### src/rtl/neuron_pkg.sv
// neuron_pkg: shared Q8.8 types, FSM states and saturation helpers for the neuron datapath
package neuron_pkg;
  localparam int DATA_W = 17;
  localparam int ACC_W = 24;
  localparam int FRAC_BITS = 8;
  localparam logic [DATA_W-1:0] ONE = 17'h00100;
  typedef logic signed [DATA_W-1:0] q88_t;
  typedef enum logic [1:0] {ACCUM, DRAIN, COMMIT} state_e;
  // clamp a wide signed value into a w-bit signed range
  function automatic logic signed [47:0] sat_w(input logic signed [47:0] x, input int w);
    logic signed [47:0] hi;
    hi = (48'sd1 <<< (w - 1)) - 48'sd1;
    return x > hi ? hi : x < -hi - 48'sd1 ? -hi - 48'sd1 : x;
  endfunction
  function automatic q88_t sat_data(input logic signed [47:0] x);
    return q88_t'(sat_w(x, DATA_W));
  endfunction
  function automatic logic signed [ACC_W-1:0] sat_acc(input logic signed [47:0] x);
    return ACC_W'(sat_w(x, ACC_W));
  endfunction
endpackage

### src/rtl/event_fifo.sv
// event_fifo: synchronous power-of-2 FIFO with occupancy count; push on full and pop on empty are ignored
module event_fifo #(
  parameter int W = 17,
  parameter int DEPTH = 4,
  parameter int CW = $clog2(DEPTH) + 1
) (
  input  logic          clk,
  input  logic          rst_n,
  input  logic          push,
  input  logic          pop,
  input  logic [W-1:0]  din,
  output logic [W-1:0]  dout,
  output logic          full,
  output logic          empty,
  output logic [CW-1:0] count
);
  localparam int AW = CW - 1;
  logic [W-1:0] mem_q [DEPTH];
  logic [AW-1:0] wr_q, wr_d, rd_q, rd_d;
  logic [CW-1:0] cnt_q, cnt_d;
  logic do_push, do_pop;
  assign full = cnt_q == CW'(DEPTH);
  assign empty = cnt_q == '0;
  assign count = cnt_q;
  assign dout = mem_q[rd_q];
  assign do_push = push & !full;
  assign do_pop = pop & !empty;
  always_comb begin
    wr_d = wr_q + AW'(do_push);
    rd_d = rd_q + AW'(do_pop);
    cnt_d = cnt_q + CW'(do_push) - CW'(do_pop);
  end
  always_ff @(posedge clk)
    if (do_push) mem_q[wr_q] <= din;
  always_ff @(posedge clk or negedge rst_n)
    if (!rst_n) begin
      wr_q <= '0;
      rd_q <= '0;
      cnt_q <= '0;
    end else begin
      wr_q <= wr_d;
      rd_q <= rd_d;
      cnt_q <= cnt_d;
    end
endmodule

### src/rtl/synaptic_current_integrator.sv
// synaptic_current_integrator: accumulates weighted spike events plus bias into the per-timestep
// current for state_update.i_in, with exponential decay of the accumulator after each commit.
module synaptic_current_integrator #(
  parameter int DATA_W      = 17,
  parameter int ACC_W       = 24,
  parameter int FIFO_DEPTH  = 4,
  parameter int DECAY_SHIFT = 2
) (
  input  logic              clk,
  input  logic              asyn_reset,
  input  logic              step_tick,
  input  logic              evt_valid,
  output logic              evt_ready,
  input  logic [DATA_W-1:0] evt_weight,
  input  logic [DATA_W-1:0] bias,
  output logic [DATA_W-1:0] i_out,
  output logic              i_valid,
  output logic              busy,
  output logic              tick_overrun
);
  import neuron_pkg::*;
  localparam int CW = $clog2(FIFO_DEPTH) + 1;
  state_e state_q, state_d;
  logic [CW-1:0] drain_q, drain_d, count, pre_drain;
  logic signed [ACC_W-1:0] acc_q, acc_d;
  logic [DATA_W-1:0] i_out_q, i_out_d, fifo_dout;
  logic i_valid_q, ovr_q, full, empty, push, pop;
  assign evt_ready = !full;
  assign push = evt_valid & !full;
  assign pop = !empty & (state_q == ACCUM || (state_q == DRAIN && drain_q != '0));
  assign busy = state_q != ACCUM;
  assign i_out = i_out_q;
  assign i_valid = i_valid_q;
  assign tick_overrun = ovr_q;
  // entries already queued at the tick, excluding the one popped in that same cycle
  assign pre_drain = count - CW'(pop);
  event_fifo #(.W(DATA_W), .DEPTH(FIFO_DEPTH)) u_fifo (
    .clk(clk), .rst_n(asyn_reset), .push(push), .pop(pop), .din(evt_weight),
    .dout(fifo_dout), .full(full), .empty(empty), .count(count)
  );
  always_comb begin
    acc_d = pop ? ACC_W'(sat_w(48'(acc_q) + 48'(signed'(fifo_dout)), ACC_W)) : acc_q;
    state_d = state_q;
    drain_d = drain_q;
    i_out_d = i_out_q;
    if (state_q == ACCUM && step_tick) begin
      drain_d = pre_drain;
      state_d = pre_drain != '0 ? DRAIN : COMMIT;
    end
    if (state_q == DRAIN) begin
      drain_d = drain_q - CW'(pop);
      state_d = drain_q <= CW'(1) ? COMMIT : DRAIN;
    end
    if (state_q == COMMIT) begin
      i_out_d = DATA_W'(sat_w(48'(acc_q) + 48'(signed'(bias)), DATA_W));
      acc_d = acc_q - (acc_q >>> DECAY_SHIFT);
      state_d = ACCUM;
    end
  end
  always_ff @(posedge clk or negedge asyn_reset)
    if (!asyn_reset) begin
      state_q <= ACCUM;
      drain_q <= '0;
      acc_q <= '0;
      i_out_q <= '0;
      i_valid_q <= 1'b0;
      ovr_q <= 1'b0;
    end else begin
      state_q <= state_d;
      drain_q <= drain_d;
      acc_q <= acc_d;
      i_out_q <= i_out_d;
      i_valid_q <= state_q == COMMIT;
      ovr_q <= step_tick & busy;
    end
endmodule

### config.mk
export PLATFORM = sky130hd
export DESIGN_NAME = synaptic_current_integrator
export DESIGN_NICKNAME = d
export VERILOG_FILES = /design/src/rtl/neuron_pkg.sv /design/src/rtl/event_fifo.sv /design/src/rtl/synaptic_current_integrator.sv
export SDC_FILE = /design/constraint.sdc
export NUM_CORES = 1
export LEC_CHECK = 0
export BUFFER_PORTS_ARGS = -buffer_cell sky130_fd_sc_hd__buf_2
export CAP_MARGIN = 20
export CORE_MARGIN = 4
export CORE_UTILIZATION = 47
export DETAILED_ROUTE_END_ITERATION = 8
export MAX_ROUTING_LAYER = met4
export PLACE_DENSITY = 0.62
export SETUP_SLACK_MARGIN = 0.02
export SYNTH_ARGS = -nofsm -noshare
export SYNTH_HDL_FRONTEND = slang
export SYNTH_SLANG_ARGS = --single-unit
### constraint.sdc
create_clock -name clk -period 6.4 [get_ports clk]
set_input_delay 0.64 -clock clk [delete_from_list [all_inputs] [get_ports clk]]
set_output_delay 0.64 -clock clk [all_outputs]
set_load 0.02 [all_outputs]
# ---- Word level (Yosys, flattened, before mapping)
# Memory sizes are Yosys's and may differ from the RTL's.
# Cells that the tools add are included.
dict set report op_classes {
  n_addsub 9
  n_lt_le_gt_ge 5
  eq_ne 3
  n_mux 15
  n_bitwise 5
  n_reduce_logical 13
}
# cell count
set op_table {}
lappend op_table {{$mux W24} 4}
lappend op_table {{$add A24 B17 Y25} 2}
lappend op_table {{$mux W17} 2}
lappend op_table {{$gt A25 B17 Y1 const B} 1}
lappend op_table {{$gt A25 B24 Y1 const B} 1}
lappend op_table {{$lt A25 B17 Y1 const B} 1}
lappend op_table {{$lt A25 B24 Y1 const B} 1}
lappend op_table {{$sub A24 B22 Y24} 1}
lappend op_table {{$mux W2} 5}
lappend op_table {{$reduce_bool A3 Y1} 3}
lappend op_table {{$sub A3 B1 Y3} 3}
lappend op_table {{$mux W3} 2}
lappend op_table {{$reduce_bool A2 Y1} 3}
lappend op_table {{$and A1 B1 Y1} 5}
lappend op_table {{$add A2 B1 Y2} 2}
lappend op_table {{$add A3 B1 Y3} 1}
lappend op_table {{$eq A3 B3 Y1 const B} 1}
lappend op_table {{$le A3 B1 Y1 const B} 1}
lappend op_table {{$logic_not A3 Y1} 1}
lappend op_table {{$eq A2 B1 Y1 const B} 1}
lappend op_table {{$eq A2 B2 Y1 const B} 1}
lappend op_table {{$logic_and A1 B1 Y1} 2}
lappend op_table {{$logic_not A1 Y1} 2}
lappend op_table {{$logic_not A2 Y1} 1}
lappend op_table {{2 further kinds} 3}
dict set report totals {
  register_bits 55
  ram_bits 68
  output_inout_bits 21
  memories 1
}
# memory depth word_bits rd rd_clocked_by_memory_dff write_ports line_no
set mem_list {}
lappend mem_list {u_fifo.mem_q 4 17 1 0 1 event_fifo.sv:18} ;# logic [W-1:0] mem_q [DEPTH];

# ---- Longest topological paths before layout
# Gate-level depths: netlist of run 1.
dict set report logic_depth {
  depth_word 10
  ltp_mapped 16
  mapped_depth_nobuf 14
}

# ---- Hierarchy
# A second synthesis of run 1 with hierarchy kept.
dict set report hier_totals {
  hier_cells 835
  area_unflattened_um2 8652.0
}
# mod n_inst cells_each area_each_um2
set by_module_without_submodules {}
lappend by_module_without_submodules {synaptic_current_integrator 1 715 5759.3}
lappend by_module_without_submodules {event_fifo 1 120 2892.8}

# ---- Least setup slack after synthesis of run 1
# OpenSTA, ideal clock, no wires.
dict set report synth_path {
  kind {register to register}
  from {reg u_fifo.rd_q[0]}
  to {reg acc_q[22]}
  setup_ns 0.126
  arrival_ns 4.511
  required_ns 6.274
  setup_slack_ns 1.763
  stages_incl_launch_ff 13
  path_buffers 2
  path_cell_list {dfrtp_1 clkbuf_1 buf_1 mux4_2 ha_1 a21o_1 o311ai_0 a21oi_1 a311o_1 a2111oi_2 mux2i_1 and2_1 a221o_1}
}
dict set report synth_between {
  elab_chain_cells 7
}
# item line_no
set synth_rtl {}
lappend synth_rtl {{start, declared} event_fifo.sv:19} ;# logic [AW-1:0] wr_q, wr_d, rd_q, rd_d;
lappend synth_rtl {{start signal, assigned} event_fifo.sv:42} ;# rd_q <= rd_d;
lappend synth_rtl {{$mem_v2 Z4 W17 (*)} n/a}
lappend synth_rtl {{$add A24 B17 Y25 (*)} synaptic_current_integrator.sv:42} ;# acc_d = pop ? ACC_W'(sat_w(48'(acc_q) + 48'(signed'(fifo_dout)), ACC_W)) : acc_q;
lappend synth_rtl {{$lt A25 B24 Y1} neuron_pkg.sv:13} ;# return x > hi ? hi : x < -hi - 48'sd1 ? -hi - 48'sd1 : x;
lappend synth_rtl {{$mux W24} neuron_pkg.sv:13}
lappend synth_rtl {{$mux W24 (*)} neuron_pkg.sv:13}
lappend synth_rtl {{$mux W24 (*)} synaptic_current_integrator.sv:42}
lappend synth_rtl {{$mux W24 (*)} synaptic_current_integrator.sv:54} ;# if (state_q == COMMIT) begin
lappend synth_rtl {{end signal, assigned} synaptic_current_integrator.sv:64} ;# acc_q <= '0;
lappend synth_rtl {{end signal, assigned} synaptic_current_integrator.sv:71} ;# acc_q <= acc_d;
lappend synth_rtl {{end, declared} synaptic_current_integrator.sv:25} ;# logic signed [ACC_W-1:0] acc_q, acc_d;
# Every way passes the cells marked *; elsewhere a longest branch is shown, timed or not. The select of a mux whose other input is x is not followed.
# A chain may end at the register's enable or synchronous reset.

# ---- Final worst setup path of run 1
dict set report layout_path {
  from {reg u_fifo.rd_q[0]}
  to {reg acc_q[10]}
}
# Same word-level chain as after synthesis.

==> flow_metrics.py, run 1 <==
metrics = {
    "clock_network": {
        "cts_hold_buffers": 0,
        "cts_made_buffers": 17,
        "clk_latency_ns": 0.43,
        "cts.clk_slew.worst_paths_ns": 0.06,
        "post_cts_resized": 0,
        "post_cts_buffers": 0,
        "htree_levels": 4,
        "cts.sinks": 123,
        "cts_root_buf": "clkbuf_16",
        "cts_tree": "yes",
        "clockBufferDepth": 2,
    },
    "timing": {
        "fmax_mhz": 215.7,
        "slew-limit-headroom_pct": 39.79,
        "tightestPinTransition_ns": 0.9032,
        "maxSlewViolCount": 0,
        "fin_crit_sh_pct": 72.44,
        "finalCriticalPeriod_ns": 4.636,
        "finalSetupViolCount": 0,
        "rsz0062_at_grt": "no",
        "tns_ns": 0,
        "finClkSkew_ns": 0.01873,
        "hold_viol": 0,
        "setup_ws_ns": 1.764,
    },
    "finish": {
        "diodes": 0,
        "drive_above_1_share_pct": 13.53,
        "nets": 1054,
        "final_common_cell": "ha_1",
        "area_delta_synth_final_pct": 12.26,
        "stdcell_count": 1175,
        "most-common-layout-cells": "ha_1, a21oi_1, edfxtp_1, nand2_1, o21ai_0",
    },
    "placement": {
        "dpl.cell_count": 1143,
        "dp_hpwl_mm": 15.00,
        "routabilityCongestion": 0.8762,
        "port-buffer-count": 58,
        "place_ws_ns": 1.731,
    },
    "worst_setup_path": {
        "critical_path.startpoint": "u_fifo.rd_q[0]",
        "slowest_delay_ns": 0.79,
        "worstSetupEndpointType": "register",
        "crit_slowest_cell": "dfrtp_1",
        "cp_cell_sequence": "mux4_2, ha_1, inv_1, fa_1, nor2b_1, o2111ai_1, and3_1, o31ai_2, a311o_1, a2111oi_2, nor3b_2, nand2b_1, a31oi_1, a221oi_1",
        "required_ns": 6.65,
        "timing.rr.start": "u_fifo.rd_q[0]",
        "crit_fanout": 15,
        "startpoint_type": "register",
        "arrival_ns": 4.88,
        "worstSetupPathType": "reg2reg",
    },
    "synthesis": {
        "netlist_area_sq_mm": 0.008757,
        "postSynthAreaPerCell_sq_um": 9.895,
        "synth.top_cell.area_share_pct": 23.32,
        "postSynthNetCount": 1006,
        "yosysTopAreaCell": "edfxtp_1",
        "synthFlopType": "edfxtp_1",
        "synth.area.top_cells": "edfxtp_1, dfrtp_1, ha_1",
        "syn_inst": 885,
        "ys_warn_count": 0,
        "synth_cell_types": 73,
        "synth-seq-cells": 123,
        "ys_seq_area_share_pct": 39.03,
        "async_flop_share_pct": 44.72,
        "synth-edff-count": 68,
    },
    "drt": {
        "post_drt_wl_per_cell_um": 16.96,
        "detail-route-antenna-nets": 0,
        "vias": 6808,
        "drt_first_pass_iters": 4,
        "viasPerCell": 5.794,
        "drt_iter0_drc": 336,
        "finalWirelength_mm": 19.93,
        "drc_errors": 0,
    },
    "floorplanning": {
        "io_pins": 59,
        "fp.coreArea_sq_mm": 0.01815,
        "dieArea_sq_mm": 0.02088,
        "fp-row-count": 49,
        "die_h_um": 144.5,
        "initial_utilization_pct": 48.26,
        "dieWidth_um": 144.5,
    },
    "grt": {
        "grt_pass1_vias": 6631,
        "grt_max_degree": 56,
        "grt_pass1_wl_mm": 33.14,
        "antenna_found_initial": 0,
        "track_usage_pct": 20.67,
        "grt.overflow.total": 0,
    },
    "status": {
        "outcome": "finished, final reports clean",
    },
    "worst_hold_path": {
        "holdCritPathClass": "in2async",
    },
    "flow_run": {
        "maxCapViolations": 0,
    },
}
[per-stage QoR]
step | hold WS (ns) | utilization [%] | area (sq um)
after global routing | 0.4219 | 54.17 | 9831
after CTS | 0.3732 | 54.17 | 9831
after floorplan | 0.3444 | - | 8757
final | 0.3498 | 54.17 | 9831
after detailed placement | 0.4674 | 50.92 | 9240
after global placement | 0.4645 | 50.92 | 9240
[state kept, by name, summed over array words and instances (netlist names)]
| name | count |
|---|---|
| u_fifo.mem_q | 68 |
| acc_q | 24 |
| u_fifo.wr_q | 2 |
| u_fifo.rd_q | 2 |
| u_fifo.count | 3 |
| i_out | 17 |
| drain_q | 3 |
| tick_overrun | 1 |
| state_q | 2 |
| i_valid | 1 |
[critical path: cells and delay by family (launching register included)]
family	cells	cell delay [ns]
flops	1	0.79
compound gates	6	1.70
mux	1	0.59
fa+ha+maj	2	0.41
simple gates	4	0.88
buf+inv	1	0.07
[per-layer routing]
metal	track usage, %	wire length (um)
met1	27.58	9568
met4	4.369	188
met5	-	0
met3	4.067	827
met2	33.07	9341
[worst paths after layout]
| path | to | slack (ns) | cells past startpoint |
|---|---|---|---|
| min in group clk | u_fifo.mem_q[0][3] | 0.43 | 1 |
| max in group asynchronous | acc_q[11] | 5.55 | 2 |
| min | i_out[1] | 0.35 | 2 |
| max reg2reg | acc_q[10] | 1.76 | 14 |
| min reg2reg | i_out[16] | 0.48 | 1 |
| max | acc_q[10] | 1.76 | 14 |
[Yosys cell counts, drive strengths merged (6+ instances only)]
cell    instances
a31oi          10
a21o           30
nand2b         17
dfrtp          55
a21oi          77
and3           12
nor3           20
o21bai          7
a211oi         13
edfxtp         68
mux4           17
xnor2          33
nand2          67
inv            56
o21a            6
clkbuf         27
a221oi          7
nand3          31
ha             79
nor2           41
xor2           24
nor2b           8
buf             8
a41oi           7
o211ai          7
o21ai          73
[area by class of cell]
type | count | area [sq um]
clock buffer | 18 | 429.2
clock inverter | 14 | 161.4
fill | 1641 | 8317
inverter | 56 | 210.2
multi-input combinational | 671 | 4990
sequential | 123 | 3418
tap | 229 | 286.5
timing repair buffer | 64 | 335.3
[logic make-up (layout without fill, tap and decap cells)]
group                    after synthesis  count (layout)  synth area share [%]
AO/OA/AOI/OAI                        281             281                 21.05
adder cells (fa/ha/maj)               85              85                 12.43
XOR/XNOR                              57              57                 5.701
AND/OR/NAND/NOR                      229             229                 13.02
multiplexers                          19              19                 4.601
flip-flops                           123             123                 39.03
buffers and inverters                 91             152                 4.172
Power of run 1 is not shown: default switching activity piles up to over one toggle a cycle in this logic, so the estimate is an artifact.
==> inputs of run 2 (changes only) <==
- clock period: 6.4 -> 4.5 ns (I/O delays scaled with it)
==> flow_metrics.py, run 2 (synthesis gave the netlist of run 1 again) <==
metrics = {
    "timing": {
        "tightestPinTransition_ns": 0.9310,
        "finalSetupViolCount": 0,
        "hold_viol": 0,
        "finClkSkew_ns": 0.01058,
        "finalCriticalPeriod_ns": 4.055,
        "maxSlewViolCount": 0,
        "rsz0062_at_grt": "no",
        "tns_ns": 0,
        "fmax_mhz": 246.6,
        "fin_crit_sh_pct": 90.11,
        "slew-limit-headroom_pct": 37.87,
    },
    "drt": {
        "drc_errors": 0,
        "finalWirelength_mm": 20.58,
        "viasPerCell": 5.763,
        "post_drt_wl_per_cell_um": 17.43,
        "drt_first_pass_iters": 5,
        "drt_iter0_drc": 479,
        "detail-route-antenna-nets": 0,
        "vias": 6806,
    },
    "grt": {
        "grt_max_degree": 56,
        "grt.overflow.total": 0,
        "grt_pass1_wl_mm": 33.93,
        "antenna_found_initial": 0,
        "track_usage_pct": 21.24,
        "grt_pass1_vias": 6640,
    },
    "clock_network": {
        "clk_latency_ns": 0.42,
        "cts_hold_buffers": 0,
        "clockBufferDepth": 2,
        "cts.clk_slew.worst_paths_ns": 0.07,
        "cts_made_buffers": 17,
        "cts.sinks": 123,
        "post_cts_buffers": 0,
        "cts_root_buf": "clkbuf_16",
        "htree_levels": 4,
        "cts_tree": "yes",
    },
    "floorplanning": {
        "fp.coreArea_sq_mm": 0.01815,
        "fp-row-count": 49,
        "dieWidth_um": 144.5,
        "io_pins": 59,
        "die_h_um": 144.5,
        "initial_utilization_pct": 48.26,
        "dieArea_sq_mm": 0.02088,
    },
    "finish": {
        "multi_input_area_sq_mm": 0.005000,
        "diodes": 0,
        "final_common_cell": "ha_1",
        "top_register": "u_fifo.mem_q",
        "most-common-layout-cells": "ha_1, a21oi_1, edfxtp_1, nand2_1, o21ai_0",
        "largest_register_ff_count": 68,
        "nets": 1060,
        "drive_above_1_share_pct": 14.39,
        "fillers": 1614,
        "stdcell_count": 1181,
        "regArea_sq_mm": 0.003420,
        "area_delta_synth_final_pct": 13.43,
    },
    "worst_hold_path": {
        "holdCritPathClass": "in2async",
    },
    "placement": {
        "dp_hpwl_mm": 15.54,
        "dpl.cell_count": 1149,
        "port-buffer-count": 58,
        "routabilityCongestion": 0.9090,
    },
    "worst_setup_path": {
        "worstSetupPathType": "reg2reg",
        "timing.rr.start": "u_fifo.rd_q[0]",
        "timing.rr.end": "acc_q[0]",
        "required_ns": 4.79,
        "arrival_ns": 4.35,
        "worstSetupEndpointType": "register",
        "rrSetupSlack_ns": 0.44,
        "startpoint_type": "register",
        "crit_fanout": 8,
        "reg2reg_depth": 11,
    },
    "status": {
        "outcome": "finished, final reports clean",
    },
    "flow_run": {
        "maxCapViolations": 0,
    },
}
## run 2: how the worst max path moves through the flow
stage          cells after the start        end  slack, ns            from
2_1_floorplan                     12  acc_q[22]       0.10  u_fifo.rd_q[0]
3_3_place_gp                      11   acc_q[1]       0.31  u_fifo.rd_q[0]
3_5_place_dp                      12   acc_q[0]       0.27  u_fifo.rd_q[0]
4_1_cts                           14  acc_q[21]       0.22  u_fifo.rd_q[0]
5_1_grt                           14  acc_q[21]       0.06  u_fifo.rd_q[0]
6_report                          11   acc_q[0]       0.44  u_fifo.rd_q[0]
## run 2: area by class of cell
| cell class | instances | share of cell area, % |
|---|---|---|
| Multi-Input combinational cell | 671 | 50.33 |
| Sequential cell | 123 | 34.42 |
| Clock buffer | 18 | 4.320 |
| Timing Repair Buffer | 70 | 3.829 |
| Tap cell | 229 | 2.884 |
| Inverter | 56 | 2.116 |
| Clock inverter | 14 | 2.091 |
## run 2: worst max-delay path, stage by stage (launching register included)
cell and delay, ns:
dfrtp_2 0.53, mux4_2 0.67, ha_1 0.39, a21o_1 0.24
o311ai_0 0.33, a21oi_1 0.08, a311o_1 0.39, a2111oi_2 0.50
nor2_1 0.18, maj3_1 0.36, o21ai_0 0.14, o21ai_0 0.11
## run 2: repair_timing
item,in CTS,in global routing
gates resized for setup,0,2
hold endpoints to repair,0,0
setup endpoints to repair,0,18
## run 2: routing by layer
metal | vias up | track usage (%) | part of all wire, %
li1 | 3434 | - | -
met2 | 149 | 33.24 | 46
met1 | 3201 | 29.00 | 49
met4 | 0 | 5.547 | 1.4
met3 | 22 | 3.439 | 3.5
met5 | - | - | 0
## run 2: through the flow
stage | hold WS (ns) | setup slack (ns) | cell area (sq um) | util (%)
4_1_cts | 0.2016 | 0.2173 | 9928 | 54.71
3_5_place_dp | 0.4610 | 0.2654 | 9291 | 51.20
3_3_place_gp | 0.4693 | 0.3114 | 9291 | 51.20
6_report | 0.1720 | 0.4450 | 9933 | 54.74
2_1_floorplan | 0.1544 | 0.1015 | 8758 | -
5_1_grt | 0.2341 | 0.05525 | 9933 | 54.74
Power of run 2 is left out for the same reason.
==> inputs of run 3 (changes only) <==
- SYNTH_HIERARCHICAL: not set -> 1
==> flow_metrics.py, run 3 <==
metrics = {
    "floorplanning": {
        "io_pins": 59,
        "fp-row-count": 49,
        "dieWidth_um": 143.7,
        "initial_utilization_pct": 48.00,
        "fp.coreArea_sq_mm": 0.01802,
        "die_h_um": 143.7,
        "dieArea_sq_mm": 0.02064,
    },
    "worst_setup_path": {
        "slowest_delay_ns": 0.61,
        "cp_num_buf_inv": 2,
        "startpoint_type": "register",
        "required_ns": 4.79,
        "cp_cell_sequence": "buf_12, mux4_1, ha_1, a211o_1, a211oi_1, o31ai_1, o21a_1, a31oi_1, mux2i_1, nor2_1, buf_4, nand2_2, a21o_1, a221o_1",
        "crit_fanout": 19,
        "worstSetupEndpointType": "register",
        "worstSetupPathType": "reg2reg",
        "critPathTopFamily": "compound AO/OA/AOI/OAI gates",
        "rrSetupSlack_ns": 0.39,
        "arrival_ns": 4.40,
        "crit_slowest_cell": "mux4_1",
    },
    "grt": {
        "grt_pass1_wl_mm": 33.20,
        "grt_pass1_vias": 6728,
        "track_usage_pct": 20.73,
        "grt_max_degree": 56,
        "grt.overflow.total": 0,
        "antenna_found_initial": 0,
    },
    "timing": {
        "hold_viol": 0,
        "slew-limit-headroom_pct": 37.54,
        "tns_ns": 0,
        "fmax_mhz": 243.1,
        "maxSlewViolCount": 0,
        "fin_hold_ws_ns": 0.1697,
        "tightestPinTransition_ns": 0.9334,
        "finalCriticalPeriod_ns": 4.114,
        "finalSetupViolCount": 0,
        "setup_ws_ns": 0.3856,
        "fin_crit_sh_pct": 91.43,
        "rsz0062_at_grt": "no",
        "finClkSkew_ns": 0.01423,
    },
    "drt": {
        "drt_iter0_drc": 365,
        "detail-route-antenna-nets": 0,
        "viasPerCell": 5.882,
        "drt_first_pass_iters": 5,
        "finalWirelength_mm": 20.18,
        "drc_errors": 0,
        "vias": 6729,
        "post_drt_wl_per_cell_um": 17.64,
    },
    "worst_hold_path": {
        "holdCritPathClass": "in2async",
    },
    "placement": {
        "port-buffer-count": 58,
        "place_ws_ns": 0.1250,
        "dp_hpwl_mm": 15.17,
        "routabilityCongestion": 0.9344,
    },
    "synthesis": {
        "async_flop_share_pct": 44.72,
        "yosys-top-cells-count": "ha_1, edfxtp_1, a21oi_1",
        "synth-seq-cells": 123,
        "netlist_area_sq_mm": 0.008652,
        "postSynthNetCount": 954,
        "syn_inst": 835,
        "synth.top_cell.area_share_pct": 23.60,
        "yosysMostFrequentCell": "ha_1",
        "synth-edff-count": 68,
        "synth.area.top_cells": "edfxtp_1, dfrtp_1, ha_1",
        "yosysTopAreaCell": "edfxtp_1",
        "ys_seq_area_share_pct": 39.51,
        "synthFlopType": "edfxtp_1",
        "ys_warn_count": 6,
        "postSynthAreaPerCell_sq_um": 10.36,
        "synth_cell_types": 69,
    },
    "clock_network": {
        "htree_levels": 4,
        "cts_root_buf": "clkbuf_16",
        "post_cts_buffers": 0,
        "cts_tree": "yes",
        "cts.clk_slew.worst_paths_ns": 0.06,
        "cts_made_buffers": 17,
        "cts.sinks": 123,
        "clockBufferDepth": 2,
        "clk_latency_ns": 0.42,
    },
    "finish": {
        "drive_above_1_share_pct": 13.77,
        "top_register": "u_fifo/mem_q",
        "diodes": 0,
        "most-common-layout-cells": "ha_1, edfxtp_1, a21oi_1, nor2_1, buf_2",
        "area_delta_synth_final_pct": 14.35,
        "largest_register_ff_count": 68,
        "nets": 1022,
        "final_common_cell": "ha_1",
    },
    "flow_run": {
        "maxCapViolations": 0,
    },
    "status": {
        "outcome": "finished, final reports clean",
    },
}
run 3: cell count changes in the layout (fill, tap and decap cells not counted), sizes merged, moves of 10 or more:
| cell | delta |
|---|---|
| nand2 | -29 |
| a211o | +12 |
| nor2 | +22 |
| and2 | +10 |
| o31ai | +10 |
| inv | -14 |
| a22oi | +11 |
| o21ai | -31 |
| o21a | +15 |
| a21oi | -12 |
| nand3 | -13 |
run 3: final cells by class:
type / instances / area (sq um)
Sequential cell: 123 / 3418
Inverter: 45 / 168.9
Multi-Input combinational cell: 644 / 4994
Clock buffer: 17 / 425.4
Clock inverter: 14 / 192.7
Tap cell: 229 / 286.5
Fill cell: 1546 / 8132
Timing Repair Buffer: 72 / 407.9
run 3: worst paths after layout:
check                                from                  end  depth (start not counted)
min                            asyn_reset         tick_overrun                          2
min reg2reg                     i_out[13]            i_out[13]                          1
max                        u_fifo/rd_q[0]            acc_q[13]                         14
max in group asynchronous      asyn_reset            acc_q[14]                          2
max reg2reg                u_fifo/rd_q[0]            acc_q[13]                         14
min in group clk           evt_weight[15]  u_fifo/mem_q[0][15]                          1
run 3: worst reg2reg max path, cell delays in order (launching register included):
cell and delay [ns]:
dfrtp_1 0.37, buf_12 0.19, mux4_1 0.62, ha_1 0.31, a211o_1 0.32, a211oi_1 0.28, o31ai_1 0.15, o21a_1 0.28
a31oi_1 0.32, mux2i_1 0.14, nor2_1 0.15, buf_4 0.20, nand2_2 0.18, a21o_1 0.20, a221o_1 0.28
run 3: layer usage:
layer | routed length [um] | track usage, %
met1 | 9504 | 27.64
met2 | 9459 | 32.91
met3 | 969 | 3.627
met4 | 245 | 5.649
met5 | 0 | -
run 3: cell families (layout without fill, tap and decap cells):
logic type	count (synthesis)	count (layout)	share of synthesized area, %
flip-flops	123	123	39.51
XOR/XNOR	61	61	6.175
adder cells (fa/ha/maj)	82	82	12.18
buffers and inverters	68	148	3.340
AND/OR/NAND/NOR	207	207	11.97
multiplexers	19	19	5.047
AO/OA/AOI/OAI	275	275	21.78
run 3: stage by stage:
stage	utilization (%)	instance area, sq um	cells
5_1_grt	54.89	9893	1144
4_1_cts	54.78	9873	1143
3_5_place_dp	51.35	9255	1112
6_report	54.89	9893	1144
2_1_floorplan	-	8652	835
3_3_place_gp	51.35	9255	1112
run 3: repair_timing:
| action | 4_1_cts | 5_1_grt |
|---|---|---|
| hold buffers | 0 | 0 |
| hold endpoints to repair | 0 | 0 |
| gates resized for setup | 0 | 3 |
| endpoints found under the setup margin | 0 | 9 |
Power of run 3 is left out for the same reason.
